--- src/rtl/uart_rx_fifo.sv ---
// uart_rx_fifo: oversampling UART receiver feeding a first-word-fall-through
// FIFO. Sync active-low reset; frames are {start, data LSB first, [parity], stop(s)}.
//
// Ports:
//   i_clock, i_reset_n      clock and synchronous active-low reset
//   i_tick                  oversampling strobe, OVERSAMPLE per bit period
//   i_rx                    asynchronous serial line, idle high
//   i_ready                 consumer pops the head word while o_valid is high
//   i_err_clr               clears the sticky overrun flag
//   o_valid                 FIFO not empty
//   o_data                  head word (0 when empty)
//   o_parity_err            head word parity flag (0 when empty)
//   o_frame_err             head word framing flag (0 when empty)
//   o_overrun               sticky: a word was dropped on a full FIFO
//   o_count                 number of stored words
//   o_busy                  receiver is inside a frame
module uart_rx_fifo #(
    parameter int DATA_WIDTH  = 8,
    parameter int PARITY_MODE = 1,
    parameter int STOP_BITS   = 1,
    parameter int OVERSAMPLE  = 16,
    parameter int FIFO_DEPTH  = 4
) (
    input  logic                            i_clock,
    input  logic                            i_reset_n,
    input  logic                            i_tick,
    input  logic                            i_rx,
    input  logic                            i_ready,
    input  logic                            i_err_clr,
    output logic                            o_valid,
    output logic [DATA_WIDTH-1:0]           o_data,
    output logic                            o_parity_err,
    output logic                            o_frame_err,
    output logic                            o_overrun,
    output logic [$clog2(FIFO_DEPTH+1)-1:0] o_count,
    output logic                            o_busy
);

    localparam int CNT_W  = $clog2(OVERSAMPLE);
    localparam int IDX_W  = $clog2(DATA_WIDTH + 1);
    localparam int PTR_W  = $clog2(FIFO_DEPTH);
    localparam int FCNT_W = $clog2(FIFO_DEPTH + 1);
    localparam int WORD_W = DATA_WIDTH + 2;

    localparam logic [CNT_W-1:0]  HALF_CNT  = CNT_W'(OVERSAMPLE / 2 - 1);
    localparam logic [CNT_W-1:0]  FULL_CNT  = CNT_W'(OVERSAMPLE - 1);
    localparam logic [IDX_W-1:0]  LAST_DATA = IDX_W'(DATA_WIDTH - 1);
    localparam logic [IDX_W-1:0]  LAST_STOP = IDX_W'(STOP_BITS - 1);
    localparam logic [FCNT_W-1:0] DEPTH_CNT = FCNT_W'(FIFO_DEPTH);
    localparam logic              ODD_PAR   = (PARITY_MODE == 2);

    typedef enum logic [2:0] {
        S_IDLE,
        S_START,
        S_DATA,
        S_PARITY,
        S_STOP,
        S_PUSH
    } state_e;

    // ---------------- receiver ----------------
    logic [1:0]            sync_q, sync_d;
    state_e                state_q, state_d;
    logic [CNT_W-1:0]      cnt_q, cnt_d;
    logic [IDX_W-1:0]      idx_q, idx_d;
    logic [DATA_WIDTH-1:0] shreg_q, shreg_d;
    logic                  perr_q, perr_d;
    logic                  ferr_q, ferr_d;
    logic                  armed_q, armed_d;
    logic                  rx_s;
    logic                  sample;

    assign sync_d = {sync_q[0], i_rx};
    assign rx_s   = sync_q[1];
    // mid-bit sampling point for data, parity and stop bits
    assign sample = i_tick && (cnt_q == FULL_CNT);

    always_comb begin
        state_d = state_q;
        cnt_d   = cnt_q;
        idx_d   = idx_q;
        shreg_d = shreg_q;
        perr_d  = perr_q;
        ferr_d  = ferr_q;
        armed_d = armed_q;
        unique case (state_q)
            S_IDLE: begin
                cnt_d  = '0;
                idx_d  = '0;
                perr_d = 1'b0;
                ferr_d = 1'b0;
                // a line held low after a bad frame must go high before
                // another start edge is accepted
                if (rx_s) begin
                    armed_d = 1'b1;
                end else if (armed_q) begin
                    state_d = S_START;
                end
            end
            S_START: begin
                if (i_tick) begin
                    if (cnt_q == HALF_CNT) begin
                        cnt_d   = '0;
                        state_d = rx_s ? S_IDLE : S_DATA;
                    end else begin
                        cnt_d = cnt_q + CNT_W'(1);
                    end
                end
            end
            S_DATA: begin
                if (sample) begin
                    cnt_d   = '0;
                    shreg_d = {rx_s, shreg_q[DATA_WIDTH-1:1]};
                    if (idx_q == LAST_DATA) begin
                        idx_d   = '0;
                        state_d = (PARITY_MODE == 0) ? S_STOP : S_PARITY;
                    end else begin
                        idx_d = idx_q + IDX_W'(1);
                    end
                end else if (i_tick) begin
                    cnt_d = cnt_q + CNT_W'(1);
                end
            end
            S_PARITY: begin
                if (sample) begin
                    cnt_d   = '0;
                    perr_d  = (^{shreg_q, rx_s}) ^ ODD_PAR;
                    state_d = S_STOP;
                end else if (i_tick) begin
                    cnt_d = cnt_q + CNT_W'(1);
                end
            end
            S_STOP: begin
                if (sample) begin
                    cnt_d = '0;
                    if (!rx_s) begin
                        ferr_d = 1'b1;
                    end
                    if (idx_q == LAST_STOP) begin
                        idx_d   = '0;
                        state_d = S_PUSH;
                    end else begin
                        idx_d = idx_q + IDX_W'(1);
                    end
                end else if (i_tick) begin
                    cnt_d = cnt_q + CNT_W'(1);
                end
            end
            S_PUSH: begin
                state_d = S_IDLE;
                if (ferr_q) begin
                    armed_d = 1'b0;
                end
            end
            default: begin
                state_d = S_IDLE;
            end
        endcase
    end

    // ---------------- FIFO ----------------
    logic [WORD_W-1:0] mem_q [FIFO_DEPTH];
    logic [PTR_W-1:0]  wptr_q, wptr_d;
    logic [PTR_W-1:0]  rptr_q, rptr_d;
    logic [FCNT_W-1:0] count_q, count_d;
    logic              ovr_q, ovr_d;
    logic              push, pop, full, wr_en, drop;
    logic [WORD_W-1:0] wr_word;
    logic [WORD_W-1:0] head;

    assign push    = (state_q == S_PUSH);
    assign pop     = (count_q != '0) && i_ready;
    assign full    = (count_q == DEPTH_CNT);
    // a pop in the same cycle frees the slot, so a full FIFO still accepts
    assign wr_en   = push && (!full || pop);
    assign drop    = push && full && !pop;
    assign wr_word = {ferr_q, perr_q, shreg_q};

    always_comb begin
        wptr_d  = wptr_q;
        rptr_d  = rptr_q;
        count_d = count_q;
        ovr_d   = ovr_q;
        if (wr_en) begin
            wptr_d = wptr_q + PTR_W'(1);
        end
        if (pop) begin
            rptr_d = rptr_q + PTR_W'(1);
        end
        if (wr_en && !pop) begin
            count_d = count_q + FCNT_W'(1);
        end else if (pop && !wr_en) begin
            count_d = count_q - FCNT_W'(1);
        end
        if (drop) begin
            ovr_d = 1'b1;
        end else if (i_err_clr) begin
            ovr_d = 1'b0;
        end
    end

    always_ff @(posedge i_clock) begin
        if (!i_reset_n) begin
            sync_q  <= 2'b11;
            state_q <= S_IDLE;
            cnt_q   <= '0;
            idx_q   <= '0;
            shreg_q <= '0;
            perr_q  <= 1'b0;
            ferr_q  <= 1'b0;
            armed_q <= 1'b1;
            wptr_q  <= '0;
            rptr_q  <= '0;
            count_q <= '0;
            ovr_q   <= 1'b0;
        end else begin
            sync_q  <= sync_d;
            state_q <= state_d;
            cnt_q   <= cnt_d;
            idx_q   <= idx_d;
            shreg_q <= shreg_d;
            perr_q  <= perr_d;
            ferr_q  <= ferr_d;
            armed_q <= armed_d;
            wptr_q  <= wptr_d;
            rptr_q  <= rptr_d;
            count_q <= count_d;
            ovr_q   <= ovr_d;
        end
    end

    // storage needs no reset: reads are masked by o_valid
    always_ff @(posedge i_clock) begin
        if (wr_en) begin
            mem_q[wptr_q] <= wr_word;
        end
    end

    assign head         = mem_q[rptr_q];
    assign o_valid      = (count_q != '0);
    assign o_data       = o_valid ? head[DATA_WIDTH-1:0] : '0;
    assign o_parity_err = o_valid && head[DATA_WIDTH];
    assign o_frame_err  = o_valid && head[DATA_WIDTH+1];
    assign o_overrun    = ovr_q;
    assign o_count      = count_q;
    assign o_busy       = (state_q != S_IDLE);

endmodule

--- config.mk ---
export PLATFORM = sky130hd
export DESIGN_NAME = uart_rx_fifo
export DESIGN_NICKNAME = d
export VERILOG_FILES = /design/src/rtl/uart_rx_fifo.sv
export SDC_FILE = /design/constraint.sdc
export NUM_CORES = 1
export LEC_CHECK = 0
export ABC_CLOCK_PERIOD_IN_PS = 4100
export CORE_MARGIN = 1.5
export CORE_UTILIZATION = 55
export CTS_BUF_LIST = sky130_fd_sc_hd__clkbuf_16
export CTS_CLUSTER_SIZE = 16
export DETAILED_ROUTE_END_ITERATION = 8
export GPL_ROUTABILITY_DRIVEN = 0
export HOLD_SLACK_MARGIN = 0.12
export PLACE_DENSITY_LB_ADDON = 0.05
export SLEW_MARGIN = 5
export SYNTH_ARGS = -nofsm -noshare
export SYNTH_HDL_FRONTEND = slang
export SYNTH_SLANG_ARGS = --single-unit
--- constraint.sdc ---
create_clock -name i_clock -period 4.1 [get_ports i_clock]
set_input_delay 0.82 -clock i_clock [delete_from_list [all_inputs] [get_ports i_clock]]
set_output_delay 0.82 -clock i_clock [all_outputs]
set_load 0.01 [all_outputs]
After elaboration in Yosys (flattened, before gate mapping):

Memories as Yosys holds them, arrays and structs flattened. A register that Yosys moved wholly into a read port is not among the register bits.
Index checks and enable logic that the tools add are counted.

* reductions and logical operators: 33
* add/subtract/negate cells: 6
* mux-type cells: 38
* equality and inequality tests: 22

Operators with widths (number)
* $mux W3: 11
* $mux W4: 8
* $ne A2 B2 Y1 const B: 12
* $pmux W4 S3: 2
* $pmux W3 S5: 1
* $reduce_and A3 Y1: 4
* $reduce_bool A3 Y1: 4
* $reduce_bool A2 Y1: 5
* $eq A3 B3 Y1 const B: 3
* $logic_and A1 B1 Y1: 9
* $mux W1: 9
* $reduce_and A9 Y1: 1
* $reduce_xor A9 Y1: 1
* $add A4 B1 Y4 const B: 2
* $eq A4 B3 Y1 const B: 2
* $mux W8: 1
* $eq A3 B2 Y1 const B: 2
* $mux W2: 3
* $pmux W1 S2: 3
* $add A2 B1 Y2 const B: 2
* $eq A4 B4 Y1 const B: 1
* $logic_not A4 Y1: 1
* $reduce_and A2 Y1: 2
* $add A3 B1 Y3 const B: 1
* 7 further kinds: 9

* input port bits: 6
* RAM bits: 40
* output and inout port bits: 16
* bits in registers: 32
* memories kept: 1
* logic and storage cells: 112

Memory list
* mem_q: words 4, width 10, read ports 1, clocked after memory_dff 1, wr ports 1, line 162 `logic [WORD_W-1:0] mem_q [FIFO_DEPTH];`

Logic depth before layout (Yosys ltp):

* depth in word-level cells: 8
* mapped depth: 10
* mapped depth without buffers: 9

Least setup slack after synthesis:

Ideal clock, no wire load.

* path type: input -> register
* start: input port i_ready
* end: register count_q[2], in the netlist o_count[2]
* library setup time: 76 ps
* required time: 4024 ps
* slack: 1718 ps
* stages on the path: 9
* arrival time: 2307 ps
* buffers on the path: 1
* path through: nor4b_1 -> nor2b_1 -> buf_2 -> ha_1 -> inv_1 -> fa_1 -> xor2_1 -> or3_1 -> a21boi_0

* longest elaborated chain between the ends: 6
* elaborated cells between the ends (all ways): 9
* those cells by class: 1 x mux; 8 x reduce/logical

RTL lines
* start, declared: line 28 `input logic i_ready,`
* $logic_and A1 B1 Y1 *: line 172 `assign pop = (count_q != '0) && i_ready;`
* $logic_or A1 B1 Y1 *: line 175 `assign wr_en = push && (!full || pop);`
* $logic_and A1 B1 Y1 *: line 175
* via wr_en: line 167 `logic push, pop, full, wr_en, drop;`
* $logic_not A1 Y1: line 192 `end else if (pop && !wr_en) begin`
* $logic_and A1 B1 Y1: line 192
* $reduce_bool A2 Y1 (no source line)
* end signal, assigned: line 227 `count_q <= count_d;`
* end, declared: line 165 `logic [FCNT_W-1:0] count_q, count_d;`

The timed path passes the listed nets; every way through them passes the cells marked *.
A chain may end at the register's enable or synchronous reset.

==> impl_table.tex <==
\begin{tabular}{lr}
\hline
Metric & Value \\
\hline
\multicolumn{2}{l}{\textbf{Worst setup path}} \\
Worst endpoint data arrival time & about 2.3 ns \\
Critical path type & flop to primary output \\
Kind of end point of the critical path & primary output \\
Critical Path RT & 3.28 ns \\
Worst-path maximum fanout & 10 \\
Crit path launch type & flop \\
\multicolumn{2}{l}{\textbf{Clock network}} \\
Clock buffer depth & 2 \\
Clock insertion delay at the later pin of the skew report & $\sim$0.33 ns \\
TritonCTS clock tree & yes \\
Total number of H-tree levels & 3 \\
Root Driver & sky130\_fd\_sc\_hd\_\_clkbuf\_16 \\
Resized Gates After CTS & 0 \\
Setup bufs post-CTS & 0 \\
Inserted Clock Buffers & 9 \\
Clock sink total & 74 \\
Clock slew at the register clock pins of the worst setup and hold paths & $\sim$0.060 ns \\
Number of hold-repair buffers added at the cts stage & 0 \\
\multicolumn{2}{l}{\textbf{Global routing}} \\
Number of global-route vias before repair & 1,992 \\
Number of antenna violations at the first check in global routing & 0 \\
Global-route wire length before repair & 9597 um \\
Global-route total usage across every layer & 19.80\% \\
Largest net degree at the start of global routing & 24 \\
Congestion Overflow GR & 0 \\
\multicolumn{2}{l}{\textbf{Pwr}} \\
Static power due to leakage & 1.407 nW \\
Largest vdd supply drop & 381.5 uV \\
Total power density per cell area & between 500 and 600 nW/um\^{}2 \\
\multicolumn{2}{l}{\textbf{Logic synthesis}} \\
Flip-flop cell with the highest count after synthesis & sky130\_fd\_sc\_hd\_\_edfxtp\_1 \\
Top-area cell type share of the netlist area & between 30\% and 40\% \\
Mean instance size in the synthesized netlist & roughly 12 sq um \\
Top area cells in the synthesized netlist & sky130\_fd\_sc\_hd\_\_edfxtp\_1 (36\%), sky130\_fd\_sc\_hd\_\_dfxtp\_1 (20\%), sky130\_fd\_sc\_hd\_\_mux4\_2 (6.7\%), sky130\_fd\_sc\_hd\_\_and2\_1 (3.5\%), sky130\_fd\_sc\_hd\_\_ha\_1 (3.0\%) \\
Warnings from Yosys & 0 \\
Number of instances in the synthesized netlist & 272 \\
Count of flip-flops with a built-in enable after synthesis & 40 \\
Cell with the most instances after synthesis & sky130\_fd\_sc\_hd\_\_edfxtp\_1 \\
Async set-reset flop share out of synthesis & 0\% \\
Register area share after synthesis & 55.72\% \\
Distinct cells, synth & 51 \\
Register bit total from synthesis & 74 \\
Yosys top cell by area & sky130\_fd\_sc\_hd\_\_edfxtp\_1 \\
Top cells by instance count after synthesis & sky130\_fd\_sc\_hd\_\_edfxtp\_1 (40), sky130\_fd\_sc\_hd\_\_dfxtp\_1 (34), sky130\_fd\_sc\_hd\_\_and2\_1 (19) \\
Syn Std Cell Area & 3377 sq um \\
Post-synthesis net count & 287 \\
\multicolumn{2}{l}{\textbf{Die}} \\
Initial core utilization & 57.04\% \\
Total Die Area & 6619 sq um \\
Core outline area & 5921 sq um \\
Count of pins on the block boundary & 22 \\
Die height & $\sim$81 um \\
Placement row count & 28 \\
Width of the chip & 81.36 um \\
\multicolumn{2}{l}{\textbf{Finish}} \\
Final core area utilization & about two thirds \\
Non-filler instance count after layout & 370 \\
Synth-to-Final Area Change & 16.04\% \\
Count of fill cells added during filler insertion & 440 \\
Ratio of cells with drive above 1 in the final layout & 11.53\% \\
Nets@finish & 305 \\
Area of the multi-input gates & 1384 sq um \\
Final antenna diode count & 0 \\
Sequential Area & 1882 sq um \\
\multicolumn{2}{l}{\textbf{STA}} \\
Final hold violation count & 0 \\
Clock skew after layout & 0.005323 ns \\
Slew at the pin with the worst max-slew slack & 0.6699 ns \\
Final setup viols & 0 \\
Accumulated negative setup slack & 0 ns \\
Max Slew Vio Count & 0 \\
Fmax & 0.3168 GHz \\
Final setup slack of the worst path & $\sim$0.94 ns \\
RSZ-0062 raised after global routing & no \\
Crit share post-route & 76.99\% \\
Max-slew headroom & 55.28\% \\
Final critical-path required period & 3.157 ns \\
\multicolumn{2}{l}{\textbf{Place}} \\
Minimum setup slack after placement & 0.9022 ns \\
Port Buffers & 21 \\
Cells after DPL & 354 \\
Estimated wirelength of the detail-placed design & 3723 um \\
\multicolumn{2}{l}{\textbf{Detailed routing}} \\
\# DRC & 0 \\
Sum of routed wire length over all layers & roughly 5700 um \\
Drt via density & 5.570 \\
TritonRoute pass-1 iters & 4 \\
Antenna-violating nets left & 0 \\
Iteration-0 DRC count of the detailed router & 94 \\
Via Count & 2,061 \\
Routed wire per std cell & between 15 and 20 um \\
\multicolumn{2}{l}{\textbf{Run}} \\
Number of max-cap violations & 0 \\
\multicolumn{2}{l}{\textbf{Outcome}} \\
Outcome & finished, final reports clean \\
\multicolumn{2}{l}{\textbf{Min path}} \\
Worst min path class & flop to flop \\
\hline
\end{tabular}
path summary, 6_finish.rpt:
check                          startpoint                      end  slack [ns]  cells after the start
setup / recovery                     flop                o_data[1]        0.94                      3
hold / removal       sync_q[0]$_SDFF_PN1_     sync_q[1]$_SDFF_PN1_        0.41                      1
setup reg to reg  state_q[2]$_SDFFE_PN0P_  o_count[2]$_SDFFE_PN0P_        1.00                      9
hold reg to reg      sync_q[0]$_SDFF_PN1_     sync_q[1]$_SDFF_PN1_        0.41                      1
critical path, stage by stage (launching register included):
cell                              delay, ns
sky130_fd_sc_hd__dfxtp_1               0.75
sky130_fd_sc_hd__mux4_2                0.60
sky130_fd_sc_hd__and2_1                0.18
sky130_fd_sc_hd__clkdlybuf4s50_1       0.48
cells in the final DEF, fill, tap and decap left out, types with 2 or more instances in the layout:
cell and n:
sky130_fd_sc_hd__or3_1 4, sky130_fd_sc_hd__a31oi_1 2, sky130_fd_sc_hd__o211ai_1 2, sky130_fd_sc_hd__a31o_1 2, sky130_fd_sc_hd__clkdlybuf4s50_1 21, sky130_fd_sc_hd__edfxtp_1 40
sky130_fd_sc_hd__nor4b_1 2, sky130_fd_sc_hd__o21ai_1 2, sky130_fd_sc_hd__ha_1 8, sky130_fd_sc_hd__mux4_2 10, sky130_fd_sc_hd__nand2b_1 3, sky130_fd_sc_hd__nor3_1 6
sky130_fd_sc_hd__bufinv_16 2, sky130_fd_sc_hd__and2_1 19, sky130_fd_sc_hd__nor3b_1 3, sky130_fd_sc_hd__clkbuf_16 9, sky130_fd_sc_hd__a21oi_1 10, sky130_fd_sc_hd__dfxtp_1 34
sky130_fd_sc_hd__mux2i_1 4, sky130_fd_sc_hd__nor2_1 7, sky130_fd_sc_hd__nand3_1 3, sky130_fd_sc_hd__nor2b_1 8, sky130_fd_sc_hd__inv_1 10, sky130_fd_sc_hd__nand2_1 17
sky130_fd_sc_hd__o21ai_0 18, sky130_fd_sc_hd__a21boi_0 11, sky130_fd_sc_hd__clkinvlp_4 2, sky130_fd_sc_hd__xor2_1 3, sky130_fd_sc_hd__xnor2_1 10
metrics by stage:
step / hold WS (ns) / power, mW / cell area, sq um
final: 0.4090 / 2.132 / 3919
after global routing: 0.4468 / 2.246 / 3919
after CTS: 0.4100 / 2.157 / 3919
after detailed placement: 0.3967 / 1.355 / 3607
after global placement: 0.3958 / 1.340 / 3607
after floorplan: 0.3863 / 1.188 / 3377
power by group:
part	internal, mW	leakage (nW)	switching [mW]
Combinational	0.246	0.572	0.198
Sequential	0.808	0.684	0.0740
Clock	0.525	0.152	0.282
Total	1.58	1.41	0.553
routing by layer:
metal / track usage, % / part of all wire, % / vias up / routed length (um)
met4: 11.21 / 2.5 / 0 / 145
li1: - / - / 1035 / -
met2: 31.65 / 48 / 28 / 2721
met1: 24.62 / 47 / 986 / 2694
met3: 4.494 / 2.5 / 12 / 142
met5: 0 / 0 / - / 0
cells by family (layout without fill, tap and decap cells):
group                      after synthesis  after routing  share of synthesized area, %
AOI/OAI and AO/OA                       58             58                         12.08
adders and majority gates               10             10                         3.890
muxes                                   14             14                         7.855
xor gates and xnor gates                13             13                         3.372
and+or+nand+nor                         80             80                         13.78
buffers and inverters                   23             46                         3.297
DFF                                     74             74                         55.72
layout make-up:
type | count | area share (%)
clock buffers | 9 | 5.747
clock inverters | 7 | 2.203
inverters | 8 | 0.7663
multi-input cells | 175 | 35.31
flip-flops and latches | 74 | 48.02
well taps | 75 | 2.395
repair buffers | 22 | 5.556
registers in the layout (all words and copies together), names as in the netlist, named ones only:
signal / cells
perr_q: 1
state_q: 3
o_overrun: 1
armed_q: 1
mem_q: 40
rptr_q: 2
ferr_q: 1
cnt_q: 4
o_count: 3
sync_q: 2
idx_q: 4
shreg_q: 8
wptr_q: 2
Note: power is estimated with default switching activity, not from simulation.
